===== src/rtl/mem_access_unit_pkg.sv =====
// Shared definitions for the MEM-stage access unit.
// Holds the ramOp encodings carried in EX/MEM, the FSM state type, and
// op-classification helpers used by the unit and its lane formatter.
package mem_access_unit_pkg;

  localparam logic [3:0] MEM_NOP = 4'h0;
  localparam logic [3:0] MEM_LB  = 4'h1;
  localparam logic [3:0] MEM_LBU = 4'h2;
  localparam logic [3:0] MEM_LH  = 4'h3;
  localparam logic [3:0] MEM_LHU = 4'h4;
  localparam logic [3:0] MEM_LW  = 4'h5;
  localparam logic [3:0] MEM_SB  = 4'h6;
  localparam logic [3:0] MEM_SH  = 4'h7;
  localparam logic [3:0] MEM_SW  = 4'h8;

  typedef enum logic [1:0] {
    ST_IDLE,
    ST_BUSY,
    ST_DONE,
    ST_DRAIN
  } state_e;

  function automatic logic is_load(input logic [3:0] op);
    return (op == MEM_LB) || (op == MEM_LBU) || (op == MEM_LH) ||
           (op == MEM_LHU) || (op == MEM_LW);
  endfunction

  function automatic logic is_store(input logic [3:0] op);
    return (op == MEM_SB) || (op == MEM_SH) || (op == MEM_SW);
  endfunction

  // Halfword ops need addr[0]==0, word ops need addr[1:0]==0.
  function automatic logic is_misaligned(input logic [3:0] op, input logic [1:0] lo);
    logic r;
    r = 1'b0;
    if ((op == MEM_LH) || (op == MEM_LHU) || (op == MEM_SH)) r = lo[0];
    else if ((op == MEM_LW) || (op == MEM_SW))               r = |lo;
    return r;
  endfunction

endpackage


===== src/rtl/mem_access_unit_lane_format.sv =====
// Combinational byte-lane formatter (little-endian).
// Store side: byte enables and lane-replicated write data for the op being issued.
// Load side : lane extraction and sign/zero extension of returned read data.
// Ports:
//   i_st_op, i_st_addr_lo, i_st_data -> o_be, o_wdata
//   i_ld_op, i_ld_addr_lo, i_rdata   -> o_load_data
module mem_lane_format
  import mem_access_unit_pkg::*;
(
  input  logic [3:0]  i_st_op,
  input  logic [1:0]  i_st_addr_lo,
  input  logic [31:0] i_st_data,
  output logic [3:0]  o_be,
  output logic [31:0] o_wdata,
  input  logic [3:0]  i_ld_op,
  input  logic [1:0]  i_ld_addr_lo,
  input  logic [31:0] i_rdata,
  output logic [31:0] o_load_data
);

  logic [7:0]  w_byte;
  logic [15:0] w_half;

  always_comb begin
    o_be    = 4'b1111;
    o_wdata = i_st_data;
    case (i_st_op)
      MEM_SB: begin
        o_be    = 4'b0001 << i_st_addr_lo;
        o_wdata = {4{i_st_data[7:0]}};
      end
      MEM_SH: begin
        o_be    = i_st_addr_lo[1] ? 4'b1100 : 4'b0011;
        o_wdata = {2{i_st_data[15:0]}};
      end
      default: ;
    endcase
  end

  always_comb begin
    w_byte = i_rdata[7:0];
    case (i_ld_addr_lo)
      2'd1:    w_byte = i_rdata[15:8];
      2'd2:    w_byte = i_rdata[23:16];
      2'd3:    w_byte = i_rdata[31:24];
      default: w_byte = i_rdata[7:0];
    endcase
    w_half = i_ld_addr_lo[1] ? i_rdata[31:16] : i_rdata[15:0];

    o_load_data = i_rdata;
    case (i_ld_op)
      MEM_LB:  o_load_data = {{24{w_byte[7]}}, w_byte};
      MEM_LBU: o_load_data = {24'h0, w_byte};
      MEM_LH:  o_load_data = {{16{w_half[15]}}, w_half};
      MEM_LHU: o_load_data = {16'h0, w_half};
      default: o_load_data = i_rdata;
    endcase
  end

endmodule


===== src/rtl/mem_access_unit.sv =====
// MEM-stage memory access unit.
// Converts the EX/MEM ramOp into a single req/ack bus transaction, formats
// load data, stalls the pipeline while a transaction is outstanding, and
// flags misaligned loads/stores (AdEL/AdES) without touching the bus.
// Ports:
//   clk, rst (sync, active high)
//   ramOp_i, addr_i, storeData_i, flush     : pipeline side inputs
//   bus_req_o/we/be/addr/wdata, bus_ack_i, bus_rdata_i : memory bus
//   load_data_o, load_valid_o               : formatted load result
//   stall_req_o                             : hold request to stall control
//   adel_o, ades_o                          : address errors (combinational)
//   bus_err_o                               : ack timeout pulse
module mem_access_unit
  import mem_access_unit_pkg::*;
#(
  parameter int unsigned ADDR_W  = 32,
  parameter int unsigned TIMEOUT = 255
) (
  input  logic              clk,
  input  logic              rst,
  input  logic [3:0]        ramOp_i,
  input  logic [ADDR_W-1:0] addr_i,
  input  logic [31:0]       storeData_i,
  input  logic              flush,
  input  logic              bus_ack_i,
  input  logic [31:0]       bus_rdata_i,
  output logic              bus_req_o,
  output logic              bus_we_o,
  output logic [3:0]        bus_be_o,
  output logic [ADDR_W-1:0] bus_addr_o,
  output logic [31:0]       bus_wdata_o,
  output logic [31:0]       load_data_o,
  output logic              load_valid_o,
  output logic              stall_req_o,
  output logic              adel_o,
  output logic              ades_o,
  output logic              bus_err_o
);

  localparam int unsigned CNT_W = (TIMEOUT > 1) ? $clog2(TIMEOUT + 1) : 1;

  state_e           r_state;
  logic [3:0]       r_op;
  logic [1:0]       r_addr_lo;
  logic [CNT_W-1:0] r_cnt;

  logic             w_valid;
  logic             w_misal;
  logic             w_issue;
  logic [CNT_W-1:0] w_cnt_next;
  logic             w_timeout;
  logic [3:0]       w_be;
  logic [31:0]      w_wdata;
  logic [31:0]      w_load_fmt;

  mem_lane_format u_lane (
    .i_st_op      (ramOp_i),
    .i_st_addr_lo (addr_i[1:0]),
    .i_st_data    (storeData_i),
    .o_be         (w_be),
    .o_wdata      (w_wdata),
    .i_ld_op      (r_op),
    .i_ld_addr_lo (r_addr_lo),
    .i_rdata      (bus_rdata_i),
    .o_load_data  (w_load_fmt)
  );

  assign w_valid = (ramOp_i != MEM_NOP);
  assign w_misal = is_misaligned(ramOp_i, addr_i[1:0]);
  assign w_issue = (r_state == ST_IDLE) && w_valid && !w_misal && !flush;

  assign adel_o = (r_state == ST_IDLE) && w_valid && w_misal && is_load(ramOp_i);
  assign ades_o = (r_state == ST_IDLE) && w_valid && w_misal && is_store(ramOp_i);

  // Saturating wait counter; timeout fires on the cycle it would reach TIMEOUT.
  assign w_cnt_next = (r_cnt == '1) ? r_cnt : r_cnt + 1'b1;
  assign w_timeout  = (TIMEOUT != 0) && (w_cnt_next == CNT_W'(TIMEOUT));

  // DONE releases the stall for one cycle; DRAIN only holds for a new op.
  always_comb begin
    stall_req_o = 1'b0;
    case (r_state)
      ST_IDLE:  stall_req_o = w_issue;
      ST_BUSY:  stall_req_o = 1'b1;
      ST_DONE:  stall_req_o = 1'b0;
      ST_DRAIN: stall_req_o = w_valid;
      default:  stall_req_o = 1'b0;
    endcase
  end

  always_ff @(posedge clk) begin
    if (rst) begin
      r_state      <= ST_IDLE;
      r_op         <= MEM_NOP;
      r_addr_lo    <= '0;
      r_cnt        <= '0;
      bus_req_o    <= 1'b0;
      bus_we_o     <= 1'b0;
      bus_be_o     <= '0;
      bus_addr_o   <= '0;
      bus_wdata_o  <= '0;
      load_data_o  <= '0;
      load_valid_o <= 1'b0;
      bus_err_o    <= 1'b0;
    end else begin
      load_valid_o <= 1'b0;
      bus_err_o    <= 1'b0;
      case (r_state)
        ST_IDLE: begin
          if (w_issue) begin
            bus_req_o   <= 1'b1;
            bus_we_o    <= is_store(ramOp_i);
            bus_be_o    <= w_be;
            bus_addr_o  <= {addr_i[ADDR_W-1:2], 2'b00};
            bus_wdata_o <= w_wdata;
            r_op        <= ramOp_i;
            r_addr_lo   <= addr_i[1:0];
            r_cnt       <= '0;
            r_state     <= ST_BUSY;
          end
        end
        ST_BUSY: begin
          r_cnt <= w_cnt_next;
          // Ack has priority over both timeout and a concurrent flush.
          if (bus_ack_i) begin
            bus_req_o <= 1'b0;
            if (is_load(r_op)) begin
              load_data_o  <= w_load_fmt;
              load_valid_o <= 1'b1;
            end
            r_state <= ST_DONE;
          end else if (w_timeout) begin
            bus_req_o <= 1'b0;
            bus_err_o <= 1'b1;
            r_state   <= ST_DONE;
          end else if (flush) begin
            r_state <= ST_DRAIN;
          end
        end
        ST_DONE: r_state <= ST_IDLE;
        ST_DRAIN: begin
          r_cnt <= w_cnt_next;
          if (bus_ack_i) begin
            bus_req_o <= 1'b0;
            r_state   <= ST_IDLE;
          end else if (w_timeout) begin
            bus_req_o <= 1'b0;
            bus_err_o <= 1'b1;
            r_state   <= ST_IDLE;
          end
        end
        default: r_state <= ST_IDLE;
      endcase
    end
  end

endmodule


===== config.mk =====
export PLATFORM = sky130hd
export DESIGN_NAME = mem_access_unit
export DESIGN_NICKNAME = d
export VERILOG_FILES = /design/src/rtl/mem_access_unit_pkg.sv /design/src/rtl/mem_access_unit_lane_format.sv /design/src/rtl/mem_access_unit.sv
export SDC_FILE = /design/constraint.sdc
export NUM_CORES = 1
export LEC_CHECK = 0
export ABC_CLOCK_PERIOD_IN_PS = 2600
export BUFFER_PORTS_ARGS = -buffer_cell sky130_fd_sc_hd__buf_2
export CAP_MARGIN = 25
export CORE_AREA = 2 2 125 127
export DETAILED_ROUTE_END_ITERATION = 8
export DIE_AREA = 0 0 127 129
export PLACE_DENSITY = 0.66
export SYNTH_ARGS = -nofsm -noshare
export SYNTH_HDL_FRONTEND = slang
export SYNTH_HIERARCHICAL = 1
export SYNTH_SLANG_ARGS = --single-unit

===== constraint.sdc =====
create_clock -name clk -period 2.6 [get_ports clk]
set_clock_uncertainty 0.05 [all_clocks]
set_input_delay 0.26 -clock clk [delete_from_list [all_inputs] [get_ports clk]]
set_output_delay 0.26 -clock clk [all_outputs]
set_load 0.005 [all_outputs]

### Word-level counts from Yosys, hierarchy flattened

Cells that the tools add are included.

* add/sub/neg operators: 1
* eq/ne operators: 25
* shift-type cells: 1
* multiplexer cells: 25
* bitwise logic cells: 3
* reductions and logical operators: 33

Operators by type and width (count)
* 32-bit one-hot mux with 4 select lines: 1
* 32-bit one-hot mux with 2 select lines: 1
* 4-bit by 3-bit equality test with 1-bit output (second input constant): 6
* 8-bit one-hot mux with 3 select lines: 1
* 4-bit by 2-bit equality test with 1-bit output (second input constant): 4
* 8-bit equality test (second input constant): 2
* 16-bit two-way mux: 1
* 8-bit two-way mux: 2
* 8-bit one-hot mux with 2 select lines: 1
* 1-bit logical OR: 13
* 2-bit two-way mux: 6
* 3-bit AND reduction: 3
* 8-bit by 1-bit adder with 8-bit output (second input constant): 1
* 2-bit equality test (second input constant): 4
* 4-bit by 1-bit equality test with 1-bit output (second input constant): 2
* 2-bit one-hot mux with 4 select lines: 1
* 4-bit one-hot mux with 2 select lines: 1
* 1-bit two-way mux: 7
* 1-bit logical AND: 6
* 3-bit OR reduction: 2
* 2-bit by 1-bit equality test with 1-bit output (second input constant): 2
* 4-bit equality test (second input constant): 1
* 4-bit two-way mux: 1
* 4-bit inequality test (second input constant): 1
* other kinds (13): 18

* register bits after elaboration: 118
* input port bits: 104
* output and inout port bits: 107
* logic and storage cells: 100

### Longest topological paths before layout

* depth in word-level cells: 9
* depth in mapped cells: 9
* depth with buffers taken out: 6

### Cells and area by module

Netlist, hierarchy kept.

By module, submodules not included
* mem_access_unit: instances 1, cells an instance 568, area each 4550.6 um2, sequential area each 2362.3 um2
* mem_lane_format: instances 1, cells an instance 195, area each 1365.1 um2, sequential area each 0.0 um2

### Worst setup path before layout

OpenSTA, ideal clock, no wires.

* path type: register -> register
* start point: register r_cnt[0]
* end point: register r_state[1]
* library setup time: 0.121 ns
* data arrival time: 1.762 ns
* data required time: 2.429 ns
* slack: 0.667 ns
* stages on the path, launching flop included: 6
* buffers on the path: 0
* clock period less this slack: 1.933 ns
* cells stage by stage: dfxtp_1 -> ha_1 -> nand4_1 -> o32ai_1 -> a31o_2 -> mux2_2

* word-level cells in the longest chain between the ends: 6
* elaborated cells between the ends (all ways): 10
* classes of those cells: add/sub: 1; eq/ne: 4; mux: 4; reduce/logical: 1

Ends and longest elaborated chain
* from (decl): line mem_access_unit.sv:45 `logic [CNT_W-1:0] r_cnt;`
* from (signal assigned): line mem_access_unit.sv:123 `r_cnt <= w_cnt_next;`
* from (signal assigned): line mem_access_unit.sv:142 `r_cnt <= w_cnt_next;`
* 8-bit by 1-bit adder with 8-bit output / 8-bit equality test (equally long branches): line mem_access_unit.sv:76 `assign w_cnt_next = (r_cnt == '1) ? r_cnt : r_cnt + 1'b1;`
* 8-bit two-way mux *: line mem_access_unit.sv:76
* 8-bit equality test *: line mem_access_unit.sv:77 `assign w_timeout = (TIMEOUT != 0) && (w_cnt_next == CNT_W'(TIMEOUT));`
* 2-bit two-way mux: line mem_access_unit.sv:132 `end else if (w_timeout) begin`
* 2-bit two-way mux: line mem_access_unit.sv:125 `if (bus_ack_i) begin`
* 2-bit one-hot mux with 4 select lines: line mem_access_unit.sv:108 `case (r_state)`
* to (signal assigned): line mem_access_unit.sv:131 `r_state <= ST_DONE;`
* to (signal assigned): line mem_access_unit.sv:135 `r_state <= ST_DONE;`
* to (signal assigned): line mem_access_unit.sv:137 `r_state <= ST_DRAIN;`
* to (decl): line mem_access_unit.sv:42 `state_e r_state;`

Every way passes the cells marked *; elsewhere a longest branch is shown, timed or not.
A chain may end at the register's enable or synchronous reset.

### Final worst setup path

Ends and elaborated chain as after synthesis.

==> flow_summary.json <==
{
  "cp_max_fo": 8,
  "cts_sinks": 118,
  "period_needed_ns": 2.27,
  "clockRootBuffer": "clkbuf_16",
  "insertion_delay_ns": 0.41,
  "grt_overflow": 0,
  "hpwl_um": 11700,
  "yosys.area.top_type": "dfxtp_1",
  "path_clk_slew_ns": 0.06,
  "power.switching_mw": 1.44,
  "ant_nets": 0,
  "cts_tree": "done",
  "finalCritPeriodShare": 0.875,
  "port_buffers": 208,
  "worstMarginPinSlew_ns": 0.720,
  "mostFrequentLayoutCell": "nand2_1",
  "final_cell_mix": "266 x nand2_1, 207 x buf_2, 118 x dfxtp_1",
  "crit_type": "register to register",
  "drive_gt1_frac": 0.336,
  "clock_power_share": 0.437,
  "arrival_ns": 2.52,
  "drt_first_pass_iters": 4,
  "slowest_delay_ns": 0.46,
  "path_cells": "ha_1 > nand4_1 > o32ai_1 > a31o_2 > mux2_2",
  "die_w_um": 127,
  "hold_viol": 0,
  "clk_path_buf_depth": 2,
  "crit_cells": 5,
  "ys_seq_area_frac": 0.399,
  "synth_cell_types": 55,
  "pwr_density_cell_nw_per_um2": 667,
  "required_ns": 2.85,
  "grt_setup_unrepaired": "no",
  "antenna_cells": 0,
  "cp-start-kind": "register",
  "grt_pass1_vias": 5435,
  "place_ws_ns": 0.382,
  "r2r-start": "r_cnt[0]",
  "dpl.cell_count": 1109,
  "min_path_type": "input pin to register",
  "ys_async_sr_fraction": 0,
  "core-area_um2": 15000,
  "cp_top_family": "compound AO/OA/AOI/OAI gates",
  "fill_cells": 1510,
  "p_sw_frac": 0.285,
  "fmaxAchievable_ghz": 0.440,
  "place_area_um2": 6980,
  "worst_slack_ns": 0.326,
  "endpoint_kind": "register",
  "vias": 5850,
  "synthFlopType": "dfxtp_1",
  "totalWireLength_um": 17000,
  "grt_pass1_wl_um": 27000,
  "fin_cells": 1143,
  "viasPerCell": 5.12,
  "crit_start": "r_cnt[0]",
  "num_rows": 45,
  "power_frac_seq": 0.393,
  "yosysWarnings": 6,
  "die_y_um": 129,
  "outcome": "complete, no violations",
  "nets": 1047,
  "syn_area_um2": 5920,
  "synthCells": 763,
  "gr-usage-all-layers": 0.206,
  "die-area_um2": 16400,
  "finalSetupViolations": 0,
  "r2r_slack_ns": 0.33,
  "relSlewSlack": 0.519,
  "r2r_cells": 5,
  "synth_seq_cells": 118,
  "antenna_found_initial": 1,
  "seqCellArea_um2": 2360,
  "maxCapViolations": 0,
  "drcViolationCount": 0,
  "hold_depth": 3,
  "synth-edff-count": 0,
  "power.internal_mw": 3.60,
  "ios": 211,
  "path_buf_inv": 0,
  "slowest_stage": "o32ai_1",
  "multi_input_area_um2": 3180,
  "pwr-share-comb": 0.170,
  "setup_tns_ns": 0,
  "r2r-end": "r_state[1]",
  "hold_path.startpoint": "addr_i[10]",
  "vdd_drop_max_uv": 399,
  "grt_max_degree": 79,
  "gp_congestion": 0.823,
  "avgSynthCellArea_um2": 7.75,
  "wl_per_cell_um": 14.9,
  "cts_max_level": 4,
  "p_leak_nw": 3.36,
  "area_growth_pct": 27.7,
  "maxSlewViolCount": 0,
  "design_area_um2": 7560,
  "whs_endpoint": "bus_addr_o[10]",
  "post-cts-setup-buffers": 0,
  "synth_area_leaders": "dfxtp_1 40%, nand2_1 17%, a21oi_1 9.8%",
  "dr.first_iter.drc_count": 373,
  "numCtsBuffers": 17,
  "initial_core_util": 0.395,
  "synth_top_area_share": 0.399
}
-- metrics by stage --
step / utilization / total power [mW] / hold slack [ns]
global route: 0.505 / 5.28 / 0.0186
global placement: 0.466 / 2.87 / 0.389
CTS: 0.504 / 5.08 / 0.0150
floorplan: - / 2.57 / 0.288
finish: 0.505 / 5.04 / 0.0329
detailed placement: 0.466 / 2.88 / 0.393
-- cells in the mapped netlist (4+ instances only) --
| cell type | n |
|---|---|
| a21o_1 | 16 |
| nor3_1 | 9 |
| mux2i_1 | 9 |
| nand2b_1 | 5 |
| a21oi_1 | 116 |
| buf_4 | 11 |
| a22oi_1 | 8 |
| nor2_1 | 25 |
| buf_2 | 10 |
| nand2_2 | 10 |
| nand3b_1 | 6 |
| nand3_1 | 4 |
| buf_6 | 10 |
| dfxtp_1 | 118 |
| o21ai_0 | 17 |
| clkbuf_1 | 35 |
| nand2_1 | 266 |
| a21oi_2 | 11 |
| mux4_2 | 8 |
| mux2_2 | 26 |
-- flip-flops by register name (all words and copies together), names as in the netlist --
register and count:
bus_we_o 1, bus_addr_o 30, bus_err_o 1, load_valid_o 1, bus_req_o 1, r_op 4
r_addr_lo 2, load_data_o 32, r_cnt 8, r_state 2, bus_be_o 4, bus_wdata_o 32
-- worst max-delay path by stage --
stage                             end  slack, ns
final                      r_state[1]       0.33
after global routing       r_state[1]       0.24
after CTS                 stall_req_o       0.35
after detailed placement    bus_req_o       0.38
after global placement     r_state[1]       0.44
after floorplan            r_state[1]       0.67
-- area by class of cell --
cell class | count | area share
Clock inverter | 15 | 0.0174
Clock buffer | 17 | 0.0563
Tap cell | 188 | 0.0311
Sequential cell | 118 | 0.313
Multi-Input combinational cell | 578 | 0.421
Timing Repair Buffer | 226 | 0.161
Inverter | 1 | 0.000497
-- power groups by stage --
stage / clock (mW) / combinational [mW] / sequential (mW)
2_1_floorplan: 0 / 0.556 / 2.01
3_3_place_gp: 0 / 0.847 / 2.02
3_5_place_dp: 0 / 0.856 / 2.02
4_1_cts: 2.24 / 0.860 / 1.98
5_1_grt: 2.33 / 0.957 / 1.99
6_report: 2.20 / 0.856 / 1.98
-- worst reg2reg max path, delay by kind of cell, from the launching register on --
kind                       cells  cell delay, ns
AOI/OAI and AO/OA              2            0.72
adders and majority gates      1            0.37
DFF                            1            0.45
muxes                          1            0.33
and+or+nand+nor                1            0.24
-- what timing repair did --
action	in CTS	in global routing
hold buffers	1	0
resized for setup	0	0
hold endpoints to repair	1	0
-- cells by family after synthesis --
| group | share of synthesized area |
|---|---|
| AO/OA/AOI/OAI | 0.187 |
| XOR/XNOR | 0.00296 |
| adder cells (fa/ha/maj) | 0.00211 |
| buffers and inverters | 0.0651 |
| flip-flops | 0.399 |
| multiplexers | 0.0952 |
| other | 0.000634 |
| AND/OR/NAND/NOR | 0.248 |
-- per-layer routing --
layer,wire length [µm],share of wire,GRT usage,vias up
li1,-,-,-,2929
met1,7610,0.45,0.273,2663
met2,7590,0.45,0.316,241
met3,1540,0.091,0.0728,17
met4,235,0.014,0.0659,0
met5,0,0,0,-
No activity file was read; power rests on OpenSTA's default activity.
